`config.mk`:
```
export PLATFORM = sky130hd
export DESIGN_NAME = board_move_ctrl
export DESIGN_NICKNAME = d
export VERILOG_FILES = /design/src/rtl/chess_pkg.sv /design/src/rtl/btn_edge_detect.sv /design/src/rtl/board_move_ctrl.sv
export SDC_FILE = /design/constraint.sdc
export NUM_CORES = 1
export LEC_CHECK = 0
export CORE_MARGIN = 2
export CORE_UTILIZATION = 45
export CTS_CLUSTER_DIAMETER = 50
export DETAILED_ROUTE_END_ITERATION = 6
export PLACE_DENSITY = 0.73
export SLEW_MARGIN = 20
export SYNTH_ARGS = -nofsm -noshare
export SYNTH_HDL_FRONTEND = slang
export SYNTH_SLANG_ARGS = --single-unit
export TNS_END_PERCENT = 50
```
`constraint.sdc`:
```
create_clock -name CLK -period 12.75 [get_ports CLK]
set_input_delay 2.55 -clock CLK [delete_from_list [all_inputs] [get_ports CLK]]
set_output_delay 2.55 -clock CLK [all_outputs]
set_load 0.02 [all_outputs]
```
`src/rtl/chess_pkg.sv`:
```
// chess_pkg: piece codes, colours, start position and controller state encoding
// shared by the board/move controller.
package chess_pkg;

  localparam logic [2:0] NONE   = 3'd0;
  localparam logic [2:0] PAWN   = 3'd1;
  localparam logic [2:0] KNIGHT = 3'd2;
  localparam logic [2:0] BISHOP = 3'd3;
  localparam logic [2:0] ROOK   = 3'd4;
  localparam logic [2:0] QUEEN  = 3'd5;
  localparam logic [2:0] KING   = 3'd6;

  localparam logic COLOR_WHITE = 1'b0;
  localparam logic COLOR_BLACK = 1'b1;

  // Square i lives in bits [i*4+3:i*4]; each 32-bit group below is one row,
  // written with col 7 on the left. Row 7 (white back rank) is the MSB group.
  localparam logic [255:0] INIT_BOARD = {
    32'h4236_5324,   // row 7: white R N B Q K B N R
    32'h1111_1111,   // row 6: white pawns
    128'h0,          // rows 5..2: empty
    32'h9999_9999,   // row 1: black pawns
    32'hCABE_DBAC    // row 0: black R N B Q K B N R
  };

  typedef enum logic [1:0] {
    IDLE     = 2'd0,
    SELECTED = 2'd1,
    COMMIT   = 2'd2,
    OVER     = 2'd3
  } state_e;

  // Fetch the 4-bit nibble of one square.
  function automatic logic [3:0] sq_get(input logic [255:0] board, input logic [5:0] addr);
    return board[{addr, 2'b00} +: 4];
  endfunction

endpackage

```
`src/rtl/btn_edge_detect.sv`:
```
// btn_edge_detect: registers the debounced button levels and flags rising edges.
// A level that is already high when the history is cleared reads as a fresh press.
module btn_edge_detect #(
  parameter int W = 5
) (
  input  logic         CLK,
  input  logic         RESET,
  input  logic [W-1:0] btn,
  output logic [W-1:0] press
);

  logic [W-1:0] btn_q;
  logic [W-1:0] btn_d;

  // History simply follows the inputs every clock.
  always_comb begin
    btn_d = btn;
  end

  // Button history register.
  always_ff @(posedge CLK or posedge RESET) begin
    if (RESET) btn_q <= '0;
    else       btn_q <= btn_d;
  end

  assign press = btn & ~btn_q;

endmodule

```
`src/rtl/board_move_ctrl.sv`:
```
// board_move_ctrl: owns the board register, cursor and selection; turns button
// presses into moves that are committed only during vertical blanking.
// Optional build macro PROMOTION_EN: a pawn reaching the far rank is written as a queen.
//
// state    | meaning
// ---------+---------------------------------------------------------
// IDLE     | no selection; C selects an own piece under the cursor
// SELECTED | source held; C deselects, reselects, or picks a target
// COMMIT   | target latched; waits for VBLANK, then writes the move
// OVER     | a king was captured; frozen until RESET
module board_move_ctrl
  import chess_pkg::*;
#(
  parameter logic [5:0] CURSOR_INIT = 6'd52,
  parameter int         BTN_W       = 5
) (
  input  logic         CLK,
  input  logic         RESET,
  input  logic         BTN_C,
  input  logic         BTN_U,
  input  logic         BTN_D,
  input  logic         BTN_L,
  input  logic         BTN_R,
  input  logic         VBLANK,
  output logic [255:0] BOARD,
  output logic [5:0]   CURSOR_ADDR,
  output logic [5:0]   SELECT_ADDR,
  output logic         SELECT_EN,
  output logic         TURN,
  output logic         MOVE_DONE,
  output logic         GAME_OVER
);

  // Bit order: [0]=C (highest priority) .. [4]=R (lowest).
  logic [BTN_W-1:0] btn;
  logic [BTN_W-1:0] press;

  assign btn = {BTN_R, BTN_L, BTN_D, BTN_U, BTN_C};

  btn_edge_detect #(.W(BTN_W)) u_btn_edge (
    .CLK   (CLK),
    .RESET (RESET),
    .btn   (btn),
    .press (press)
  );

  state_e         state_q, state_d;
  logic [255:0]   board_q, board_d;
  logic [5:0]     cursor_q, cursor_d;
  logic [5:0]     sel_addr_q, sel_addr_d;
  logic           sel_en_q, sel_en_d;
  logic [5:0]     dst_q, dst_d;
  logic           turn_q, turn_d;
  logic           move_done_q, move_done_d;
  logic           game_over_q, game_over_d;

  logic [3:0]     cur_pc, src_pc, dst_pc, wr_pc;
  logic [2:0]     row, col;
  logic           cur_own;

  // Next-state, cursor, selection and board-write logic.
  always_comb begin
    state_d     = state_q;
    board_d     = board_q;
    cursor_d    = cursor_q;
    sel_addr_d  = sel_addr_q;
    sel_en_d    = sel_en_q;
    dst_d       = dst_q;
    turn_d      = turn_q;
    move_done_d = 1'b0;
    game_over_d = game_over_q;

    cur_pc  = sq_get(board_q, cursor_q);
    src_pc  = sq_get(board_q, sel_addr_q);
    dst_pc  = sq_get(board_q, dst_q);
    cur_own = (cur_pc[2:0] != NONE) && (cur_pc[3] == turn_q);
    row     = cursor_q[5:3];
    col     = cursor_q[2:0];

    wr_pc = src_pc;
`ifdef PROMOTION_EN
    if (src_pc[2:0] == PAWN &&
        ((src_pc[3] == COLOR_WHITE && dst_q[5:3] == 3'd0) ||
         (src_pc[3] == COLOR_BLACK && dst_q[5:3] == 3'd7)))
      wr_pc = {src_pc[3], QUEEN};
`endif

    case (state_q)
      IDLE, SELECTED: begin
        if (press[0]) begin
          if (state_q == IDLE) begin
            if (cur_own) begin
              sel_addr_d = cursor_q;
              sel_en_d   = 1'b1;
              state_d    = SELECTED;
            end
          end else if (cursor_q == sel_addr_q) begin
            sel_en_d = 1'b0;
            state_d  = IDLE;
          end else if (cur_own) begin
            sel_addr_d = cursor_q;
          end else begin
            dst_d   = cursor_q;
            state_d = COMMIT;
          end
        end else if (press[1]) begin
          cursor_d = {row - 3'd1, col};
        end else if (press[2]) begin
          cursor_d = {row + 3'd1, col};
        end else if (press[3]) begin
          cursor_d = {row, col - 3'd1};
        end else if (press[4]) begin
          cursor_d = {row, col + 3'd1};
        end
      end
      COMMIT: begin
        if (VBLANK) begin
          board_d[{dst_q, 2'b00} +: 4]      = wr_pc;
          board_d[{sel_addr_q, 2'b00} +: 4] = 4'b0000;
          sel_en_d    = 1'b0;
          turn_d      = ~turn_q;
          move_done_d = 1'b1;
          if (dst_pc[2:0] == KING) begin
            game_over_d = 1'b1;
            state_d     = OVER;
          end else begin
            state_d = IDLE;
          end
        end
      end
      OVER: begin
        state_d = OVER;
      end
      default: begin
        state_d = IDLE;
      end
    endcase
  end

  // State and datapath registers; reset restores the start position.
  always_ff @(posedge CLK or posedge RESET) begin
    if (RESET) begin
      state_q     <= IDLE;
      board_q     <= INIT_BOARD;
      cursor_q    <= CURSOR_INIT;
      sel_addr_q  <= 6'd0;
      sel_en_q    <= 1'b0;
      dst_q       <= 6'd0;
      turn_q      <= COLOR_WHITE;
      move_done_q <= 1'b0;
      game_over_q <= 1'b0;
    end else begin
      state_q     <= state_d;
      board_q     <= board_d;
      cursor_q    <= cursor_d;
      sel_addr_q  <= sel_addr_d;
      sel_en_q    <= sel_en_d;
      dst_q       <= dst_d;
      turn_q      <= turn_d;
      move_done_q <= move_done_d;
      game_over_q <= game_over_d;
    end
  end

  assign BOARD       = board_q;
  assign CURSOR_ADDR = cursor_q;
  assign SELECT_ADDR = sel_addr_q;
  assign SELECT_EN   = sel_en_q;
  assign TURN        = turn_q;
  assign MOVE_DONE   = move_done_q;
  assign GAME_OVER   = game_over_q;

endmodule

```
==> results of run 1 <==
[path summary, 6_finish.rpt]
check | startpoint | endpoint | slack, ns
min in group asynchronous | RESET | GAME_OVER$_DFFE_PP0P_ | 2.68
setup reg to reg | SELECT_ADDR[0]$_DFFE_PP0P_ | BOARD[42]$_DFFE_PP0P_ | 7.99
setup / recovery | VBLANK | BOARD[173]$_DFFE_PP0P_ | 7.36
hold / removal | SELECT_EN$_DFFE_PP0P_ | SELECT_EN$_DFFE_PP0P_ | 0.49
hold reg to reg | SELECT_EN$_DFFE_PP0P_ | SELECT_EN$_DFFE_PP0P_ | 0.49
max in group asynchronous | RESET | BOARD[165]$_DFFE_PP0P_ | 8.68
[cell usage after synthesis, types with 9 or more instances]
cell type	instances
nand2b_1	13
inv_1	16
buf_1	10
o221ai_1	15
a211oi_1	49
dfrtp_1	226
o21ai_0	74
mux2i_1	82
a22oi_1	9
o22ai_1	17
nor3_1	68
nand2_1	136
nor2b_1	9
buf_2	27
mux4_2	71
xnor2_1	18
nand4b_1	30
o311ai_0	14
clkbuf_1	62
a22o_1	140
nor4_1	33
a31oi_1	13
dfstp_2	59
a21oi_1	78
nor2_1	175
nand3_1	32
[final cells by class]
type,instances,area [sq um]
flip-flops and latches,285,7220
clock buffers,50,1060
multi-input cells,1233,9180
fillers,3265,15900
repair buffers,315,3080
inverters,19,78.8
clock inverters,18,200
well taps,474,593
[state kept, by name (all words and copies together), names as in the netlist]
| signal | cells |
|---|---|
| TURN | 1 |
| MOVE_DONE | 1 |
| u_btn_edge.btn_q | 5 |
| BOARD | 256 |
| CURSOR_ADDR | 6 |
| GAME_OVER | 1 |
| SELECT_ADDR | 6 |
| dst_q | 6 |
| state_q | 2 |
| SELECT_EN | 1 |
[stage by stage]
step                hold WS (ns)  power [mW]  cell area, sq um  utilization [%]  std cells
floorplan                  0.520        2.64             16900                -       1647
global placement           0.472        3.75             20100             54.0       2326
detailed placement         0.475        3.77             20100             54.0       2326
CTS                        0.491        4.83             21400             57.4       2394
global route               0.527        5.05             21400             57.4       2394
finish                     0.490        4.97             21400             57.4       2394
[kinds of logic after synthesis]
family / Yosys count
mux: 166
compound gates: 472
xor+xnor: 26
flops: 285
fa+ha+maj: 8
simple gates: 561
buf+inv: 129
[power by group through the flow]
stage	clock, mW	sequential [mW]	combinational [mW]
6_report	1.08	1.30	2.59
5_1_grt	1.11	1.31	2.62
4_1_cts	1.07	1.29	2.47
3_5_place_dp	0	1.30	2.46
3_3_place_gp	0	1.30	2.45
2_1_floorplan	0	1.29	1.35
[metal layers]
layer  up-vias  GRT usage, %  share of wire [%]
met5         -             0              0.044
met4         6          23.7                6.8
met3       345          9.69                 12
met2      1504          59.3                 43
met1      8553          54.7                 38
li1       6878             -                  -
==> impl_metrics.csv, run 1 <==
group,metric,value,unit
critical_path,rr_worst_depth,10,
sta,rsz0062_at_grt,"false",
critical_path,cp_slowest_cell,"nor3_2",
synthesis,synth_fa_ha_area_share,0.636,%
synthesis,synth_top_area_share,33.4,%
synthesis,synth_mux_area_share,15.4,%
pwr,power.internal,2.47,mW
die,core_area,0.0373,sq mm
global_route,grt_max_degree,149,
detailed_routing,vias,17300,
synthesis,synthArstFlopShare,100,%
critical_path,cp-start-kind,"primary input",
pwr,max-vdd-ir-drop,0.000117,V
sta,fmaxAchievable,186,MHz
synthesis,ys_ff_latch,285,
placed_design,dp_hpwl,56300,microns
sta,skew,0.0229,ns
global_route,grt_antenna_before_repair,5,
clock_tree,cts_buffers,37,
min_path,hold_depth,1,
detailed_routing,drt-initial-drc-count,2533,
sta,drv_slew,0,
global_route,grt_overflow,0,
placed_design,gp_congestion,1.05,
placed_design,pre_cts_slack,6.92,ns
synthesis,synth_area,0.0169,sq mm
detailed_routing,dr.pass1.iters,6,
outcome,run_status,"completed",
clock_tree,root_buffer,"clkbuf_16",
die,ios,280,
die,die_h,198,microns
pwr,pwr-share-comb,52.1,%
pwr,power_density,232,mW/mm^2
clock_tree,clkLatencyLatePin,0.53,ns
synthesis,ys_types,78,
synthesis,yosysSeqAreaShare,42.6,%
die,die_area,0.0392,sq mm
clock_tree,cts_buffer_depth,3,
min_path,worstHoldPathType,"register to register",
pwr,swShare,50.2,%
finish,finalNetCount,1907,
synthesis,synth_area_leaders,"dfrtp_1 (33%), mux4_2 (9.4%), dfstp_2 (9.2%)",
synthesis,synth_largest_area_cell,"dfrtp_1",
clock_tree,cts_setup_buffers,0,
pwr,power_leakage,8.46,nW
detailed_routing,post-route-drc-count,0,
sta,fin_crit_sh,42.3,%
clock_tree,clock_sinks,285,
clock_tree,postCtsResizedCells,0,
critical_path,critPathMaxStageDelay,0.89,ns
detailed_routing,ant_nets,0,
sta,worst_slew_pin_slew,1.28,ns
finish,area_growth,26.5,%
global_route,grt_pass1_vias,16600,
critical_path,path_class,"primary input to register",
synthesis,ys_warn_count,0,
placed_design,port-buffer-count,279,
clock_tree,path_clk_slew,0.06,ns
pwr,p_seq_share,26.2,%
clock_tree,ctsHoldBuffers,0,
run,cap_violations,0,
synthesis,synthXorXnorAreaFrac,1.35,%
critical_path,worstPathRequired,13.15,ns
critical_path,critPathTopFamily,"simple AND/OR/NAND/NOR gates",
sta,slew_headroom,14.2,%
synthesis,yosys_most_used_dff,"dfrtp_1",
synthesis,avgSynthCellArea,10.3,sq um
synthesis,synth_top_family_by_area,"compound AO/OA/AOI/OAI gates",
synthesis,synth_enable_flop_cells,0,
critical_path,crit_arrival,5.79,ns
finish,n_antenna_cell,0,
die,start_util,45.4,%
critical_path,crit_chain,"clkdlybuf4s50_1 -> nor2b_1 -> nand2_1 -> inv_1 -> nand2b_1 -> buf_4 -> nor3_2 -> nand3_1 -> mux2i_1 -> nor2_1",
clock_tree,cts_tree,"yes",
synthesis,yosys.area_share.simple,16.4,%
synthesis,synth-compound-area-share,20.3,%
detailed_routing,routed_via_density,7.22,
global_route,grt_pass1_wl,115000,microns
detailed_routing,routed_wirelength,79500,microns
detailed_routing,wl_per_cell,33.2,microns
synthesis,synth_nets,1663,
clock_tree,ctsHtreeMaxLevel,2,
finish,final_common_cell,"clkdlybuf4s50_1",
sta,worst_slack,7.36,ns
critical_path,path_max_fanout,18,
synthesis,synthCells,1647,
global_route,grt_usage,40.4,%
sta,tns,0,ns
sta,setup_viol,0,
finish,mostFrequentLayoutCells,"clkdlybuf4s50_1 (279), dfrtp_1 (222), nor2_1 (175), a22o_1 (140), nand2_1 (136)",
die,die_w,198,microns
critical_path,cp.buffers_inverters,3,
sta,finalHoldViolCount,0,
pwr,switchingPower,2.49,mW
critical_path,crit_path_end_kind,"register",
sta,min_period,5.39,ns
die,fp-row-count,71,
finish,drive_above_1_share,13.8,%
critical_path,path_depth,10,
pwr,p_clk_share,21.7,%
Power figures use the tool's default switching activity.
==> run 2, diff against run 1 <==
Settings changed: PLACE_DENSITY 0.73 to 0.76.
Clock period 12.75 ns to 4.8 ns, I/O delays scaled along.
==> run 2 against run 1 <==
Sequential share of layout area is 0.64 points lower. Sequential cell count unchanged. Cell count up 1.9%. Utilization is 1.1 points higher. Via count grew 0.87%. Wire length increased by 4.6%. Clock-buffer cell count fell by 2. Combinational power increased to 2.7 times the previous value. Register-to-register slack lost 7.8 ns. Die area unchanged. Critical path depth is 2 lower. Sequential power rose to 2.9 times the previous value. Critical endpoint is now BOARD[1]$_DFFE_PP0P_.
==> impl_metrics.csv, run 2 (same netlist as run 1, synthesis figures left out) <==
group,metric,value,unit
outcome,run_status,"completed",
global_route,grt_antenna_before_repair,5,
die,start_util,45.4,%
global_route,grt_overflow,0,
min_path,hp-start,"GAME_OVER$_DFFE_PP0P_",
finish,seqCellArea,0.00722,sq mm
clock_tree,ctsHoldBuffers,0,
finish,fillers,3163,
critical_path,crit_chain,"nand2b_1 -> o221ai_1 -> o22ai_1 -> nor2_1 -> o22ai_1 -> nor2_4 -> inv_1 -> o21ai_0",
detailed_routing,vias,17400,
sta,rsz0062_at_grt,"false",
pwr,power_density,621,mW/mm^2
detailed_routing,routed_via_density,7.15,
finish,mostFrequentLayoutCells,"clkdlybuf4s50_1 (279), dfrtp_1 (222), nor2_1 (175), a22o_1 (140), nand2_1 (136)",
sta,worst_slew_pin_slew,1.14,ns
critical_path,path_class,"register to register",
finish,final_common_cell,"clkdlybuf4s50_1",
die,fp-row-count,71,
die,die_area,0.0392,sq mm
clock_tree,clock_sinks,285,
clock_tree,ctsHtreeMaxLevel,2,
clock_tree,cts_tree,"yes",
detailed_routing,drt-initial-drc-count,2435,
critical_path,crit_arrival,5.06,ns
critical_path,cp-start-kind,"register",
global_route,grt_usage,42.6,%
min_path,worstHoldPathType,"register to register",
global_route,grt_max_degree,70,
detailed_routing,routed_wirelength,83200,microns
finish,multiInputGateArea,0.00918,sq mm
placed_design,gp_congestion,1.07,
sta,finalHoldViolCount,0,
critical_path,critPathMaxStageDelay,0.92,ns
run,cap_violations,0,
clock_tree,path_clk_slew,0.06,ns
critical_path,r2r-end,"BOARD[1]$_DFFE_PP0P_",
die,die_h,198,microns
die,die_w,198,microns
min_path,min_to,"GAME_OVER$_DFFE_PP0P_",
die,ios,280,
clock_tree,root_buffer,"clkbuf_16",
pwr,power_leakage,8.71,nW
finish,area_growth,28.9,%
critical_path,rrSetupSlack,0.20,ns
placed_design,port-buffer-count,279,
detailed_routing,ant_nets,0,
finish,finalNetCount,1955,
critical_path,critPathTopFamily,"simple AND/OR/NAND/NOR gates",
clock_tree,cts_buffers,36,
finish,fin_util,58.5,%
sta,skew,0.0142,ns
critical_path,cp_slowest_cell,"dfrtp_2",
clock_tree,cts_buffer_depth,3,
global_route,grt_pass1_vias,16700,
global_route,grt_pass1_wl,119000,microns
finish,largest_reg_flops,256,
detailed_routing,dr.pass1.iters,6,
critical_path,reg2reg_from,"SELECT_ADDR[1]$_DFFE_PP0P_",
finish,drive_above_1_share,15.8,%
clock_tree,clkLatencyLatePin,0.56,ns
die,core_area,0.0373,sq mm
sta,min_period,4.60,ns
critical_path,critPathMostFrequentCell,"o22ai_1",
sta,drv_slew,0,
critical_path,rr_worst_depth,8,
sta,setup_viol,0,
critical_path,path_max_fanout,33,
placed_design,dp_hpwl,61300,microns
sta,fmaxAchievable,217,MHz
sta,whs,0.489,ns
clock_tree,postCtsResizedCells,0,
detailed_routing,wl_per_cell,34.1,microns
sta,fin_crit_sh,95.9,%
sta,tns,0,ns
pwr,max-vdd-ir-drop,0.000436,V
critical_path,worstPathRequired,5.26,ns
critical_path,crit_path_end_kind,"register",
critical_path,cp.buffers_inverters,1,
min_path,hold_depth,1,
sta,slew_headroom,24.2,%
detailed_routing,post-route-drc-count,0,
clock_tree,cts_setup_buffers,0,
==> run 2: stage by stage <==
stage	instances	power [mW]	cell area, sq um	setup slack, ns
after global routing	2438	13.8	21800	0.147
after detailed placement	2375	10.4	20600	0.433
after floorplan	1647	7.01	16900	0.111
after global placement	2375	10.4	20600	0.605
after CTS	2438	13.2	21800	0.389
final	2440	13.6	21800	0.199
==> run 2: layer usage <==
metal / up-vias / share of wire [%] / track usage (%)
met4: 0 / 7.1 / 24.5
met1: 8548 / 38 / 56.4
met3: 355 / 12 / 12.0
met2: 1550 / 43 / 62.6
met5: - / 0 / 0
li1: 6983 / - / -
==> run 2: power by group <==
group          total, mW  switching [mW]  internal [mW]  leakage (nW)
combinational       7.01            4.70           2.31          4.40
clock               2.82            1.13           1.70         0.600
sequential          3.72           0.956           2.77          3.70
total               13.6            6.78           6.77          8.71
==> run 2: final cells by class <==
type / count / share of cell area [%]
multi-input combinational: 1233 / 42.1
sequential: 285 / 33.1
clock buffer: 48 / 4.75
timing repair buffer: 364 / 16.2
clock inverter: 15 / 0.854
antenna: 2 / 0.0229
inverter: 19 / 0.344
tap: 474 / 2.72
==> run 2: worst max-delay path by stage <==
stage          slack (ns)  depth (start not counted)                        from               endpoint
3_3_place_gp         0.60                          9  SELECT_ADDR[1]$_DFFE_PP0P_  BOARD[13]$_DFFE_PP0P_
2_1_floorplan        0.11                          1                       RESET   BOARD[0]$_DFFE_PP0P_
4_1_cts              0.39                          8  SELECT_ADDR[1]$_DFFE_PP0P_   BOARD[1]$_DFFE_PP0P_
6_report             0.20                          8  SELECT_ADDR[1]$_DFFE_PP0P_   BOARD[1]$_DFFE_PP0P_
5_1_grt              0.15                          8  SELECT_ADDR[1]$_DFFE_PP0P_   BOARD[1]$_DFFE_PP0P_
3_5_place_dp         0.43                          8  SELECT_ADDR[1]$_DFFE_PP0P_   BOARD[1]$_DFFE_PP0P_
==> patch, RTL diff (settings of run 2) <==
Add a define of `PROMOTION_EN`.
--- a/src/rtl/board_move_ctrl.sv
+++ b/src/rtl/board_move_ctrl.sv
@@ -9,4 +9,6 @@
 // COMMIT   | target latched; waits for VBLANK, then writes the move
 // OVER     | a king was captured; frozen until RESET
+`define PROMOTION_EN
+
 module board_move_ctrl
   import chess_pkg::*;
Function: no difference found for any inputs over 4 cycles, from zero or initial values and one cycle with RESET high; that may be too few to reach the edited logic, so the function may still have changed.
==> patch against run 2 <==
  * Sequential share of layout area decreased by 0.42 points
  * Clock power grew 3%
  * Critical endpoint is now BOARD[69]
  * Setup slack improved by 0.60 ns
  * Synthesized area up 1.5%
  * Cell area up 1.2%
  * Largest cell class unchanged
  * Routed wire length up 11%
  * First-iteration DRC count grew 16%
  * Combinational power fell by 3.9%
  * Sequential cell count stayed put
  * Total power fell by 3.3%
==> patch: results (changes against run 2) <==
Power and ir drop
  • Clock power share: 22.1% (was 20.8%)
  • Psw: 6520 uW (was 6780 uW)
  • Worst vdd rail ir drop: 391 uV (was 436 uV)
  • Comb power frac: 51.4% (was 51.7%)
  • Pleak: 0.00848 uW (was 0.00871 uW)

Synthesis
  • Sequential share of the synthesized area: 42.0% (was 42.6%)
  • Synth cell count leaders: 226 x dfrtp_1, 221 x nand2_1, 142 x nor2_1 (was 226 x dfrtp_1, 175 x nor2_1, 140 x a22o_1)
  • Synth Area in XOR/XNOR: 1.17% (was 1.35%)
  • Synthesized netlist cell count: 1729 (was 1647)
  • Post-synth top area share: 32.9% (was 33.4%)
  • Avg Cell Area, Syn: 9.93 um2 (was 10.3 um2)
  • Syn_nets: 1748 (was 1663)
  • Yosys cell types: 74 (was 78)

Placement
  • Gpl congestion: 1.06 (was 1.07)
  • Placed cell area: 20800 um2 (was 20600 um2)

Layout
  • Seq cells: 285 (unchanged)
  • Nets@finish: 2052 (was 1955)
  • Multi-input logic cell count: 1311 (was 1233)
  • ClkCell Share: 5.73% (was 5.61%)
  • Clkbuf count: 52 (was 48)
  • Non-clk buf share: 15.9% (was 16.2%)
  • Share of layout cells above drive strength 1: 15.0% (was 15.8%)
  • Layout fillers: 3329 (was 3163)

Worst setup path
  • Worst-path cell with the longest stage delay: dfrtp_1 (was dfrtp_2)
  • CP max FO: 12 (was 33)
  • Worst reg-to-reg path cell count: 12 (was 8)

Run status
  • Status: complete, no violations (unchanged)

Timing
  • Skew final: 0.0208 ns (was 0.0142 ns)

Route
  • Starting DRT DRC Count: 2818 (was 2435)
  • Routed vias: 18500 (was 17400)
  • Drt wl/cell: 36.1 um (was 34.1 um)
  • Vias per inst: 7.18 (was 7.15)

Global route
  • All-Layer GR Usage: 46.9% (was 42.6%)
  • First-pass GRT wire length: 131 mm (was 119 mm)

Clocking
  • Total CTS buffers: 37 (was 36)
[patch: cell types whose count changed in the layout (fill, tap and decap cells not counted), moves of 14 or more]
cell / delta
nand2_1: +85
o21ai_0: +64
mux2i_1: -39
a211oi_1: -36
a21oi_1: -36
nor2_1: -33
a32o_1: +28
nor3_1: +19
o31ai_1: +18
nor4_1: +16
o21a_1: +14
[patch: worst paths after layout]
kind                                     start         end  slack, ns
worst max-delay path            SELECT_ADDR[2]   BOARD[69]       0.80
worst min-delay path                 GAME_OVER   GAME_OVER       0.48
worst max register to register  SELECT_ADDR[2]   BOARD[69]       0.80
worst min register to register       GAME_OVER   GAME_OVER       0.48
max in group asynchronous                RESET  BOARD[173]       3.22
min in group asynchronous                RESET  BOARD[135]       0.93
[patch: per-layer routing]
metal	part of all wire [%]	vias to the layer above	GRT usage, %
met1	37	9050	63.1
met3	16	367	18.9
met2	41	1794	65.2
li1	-	7251	-
met5	0	-	0
met4	6.1	0	23.2
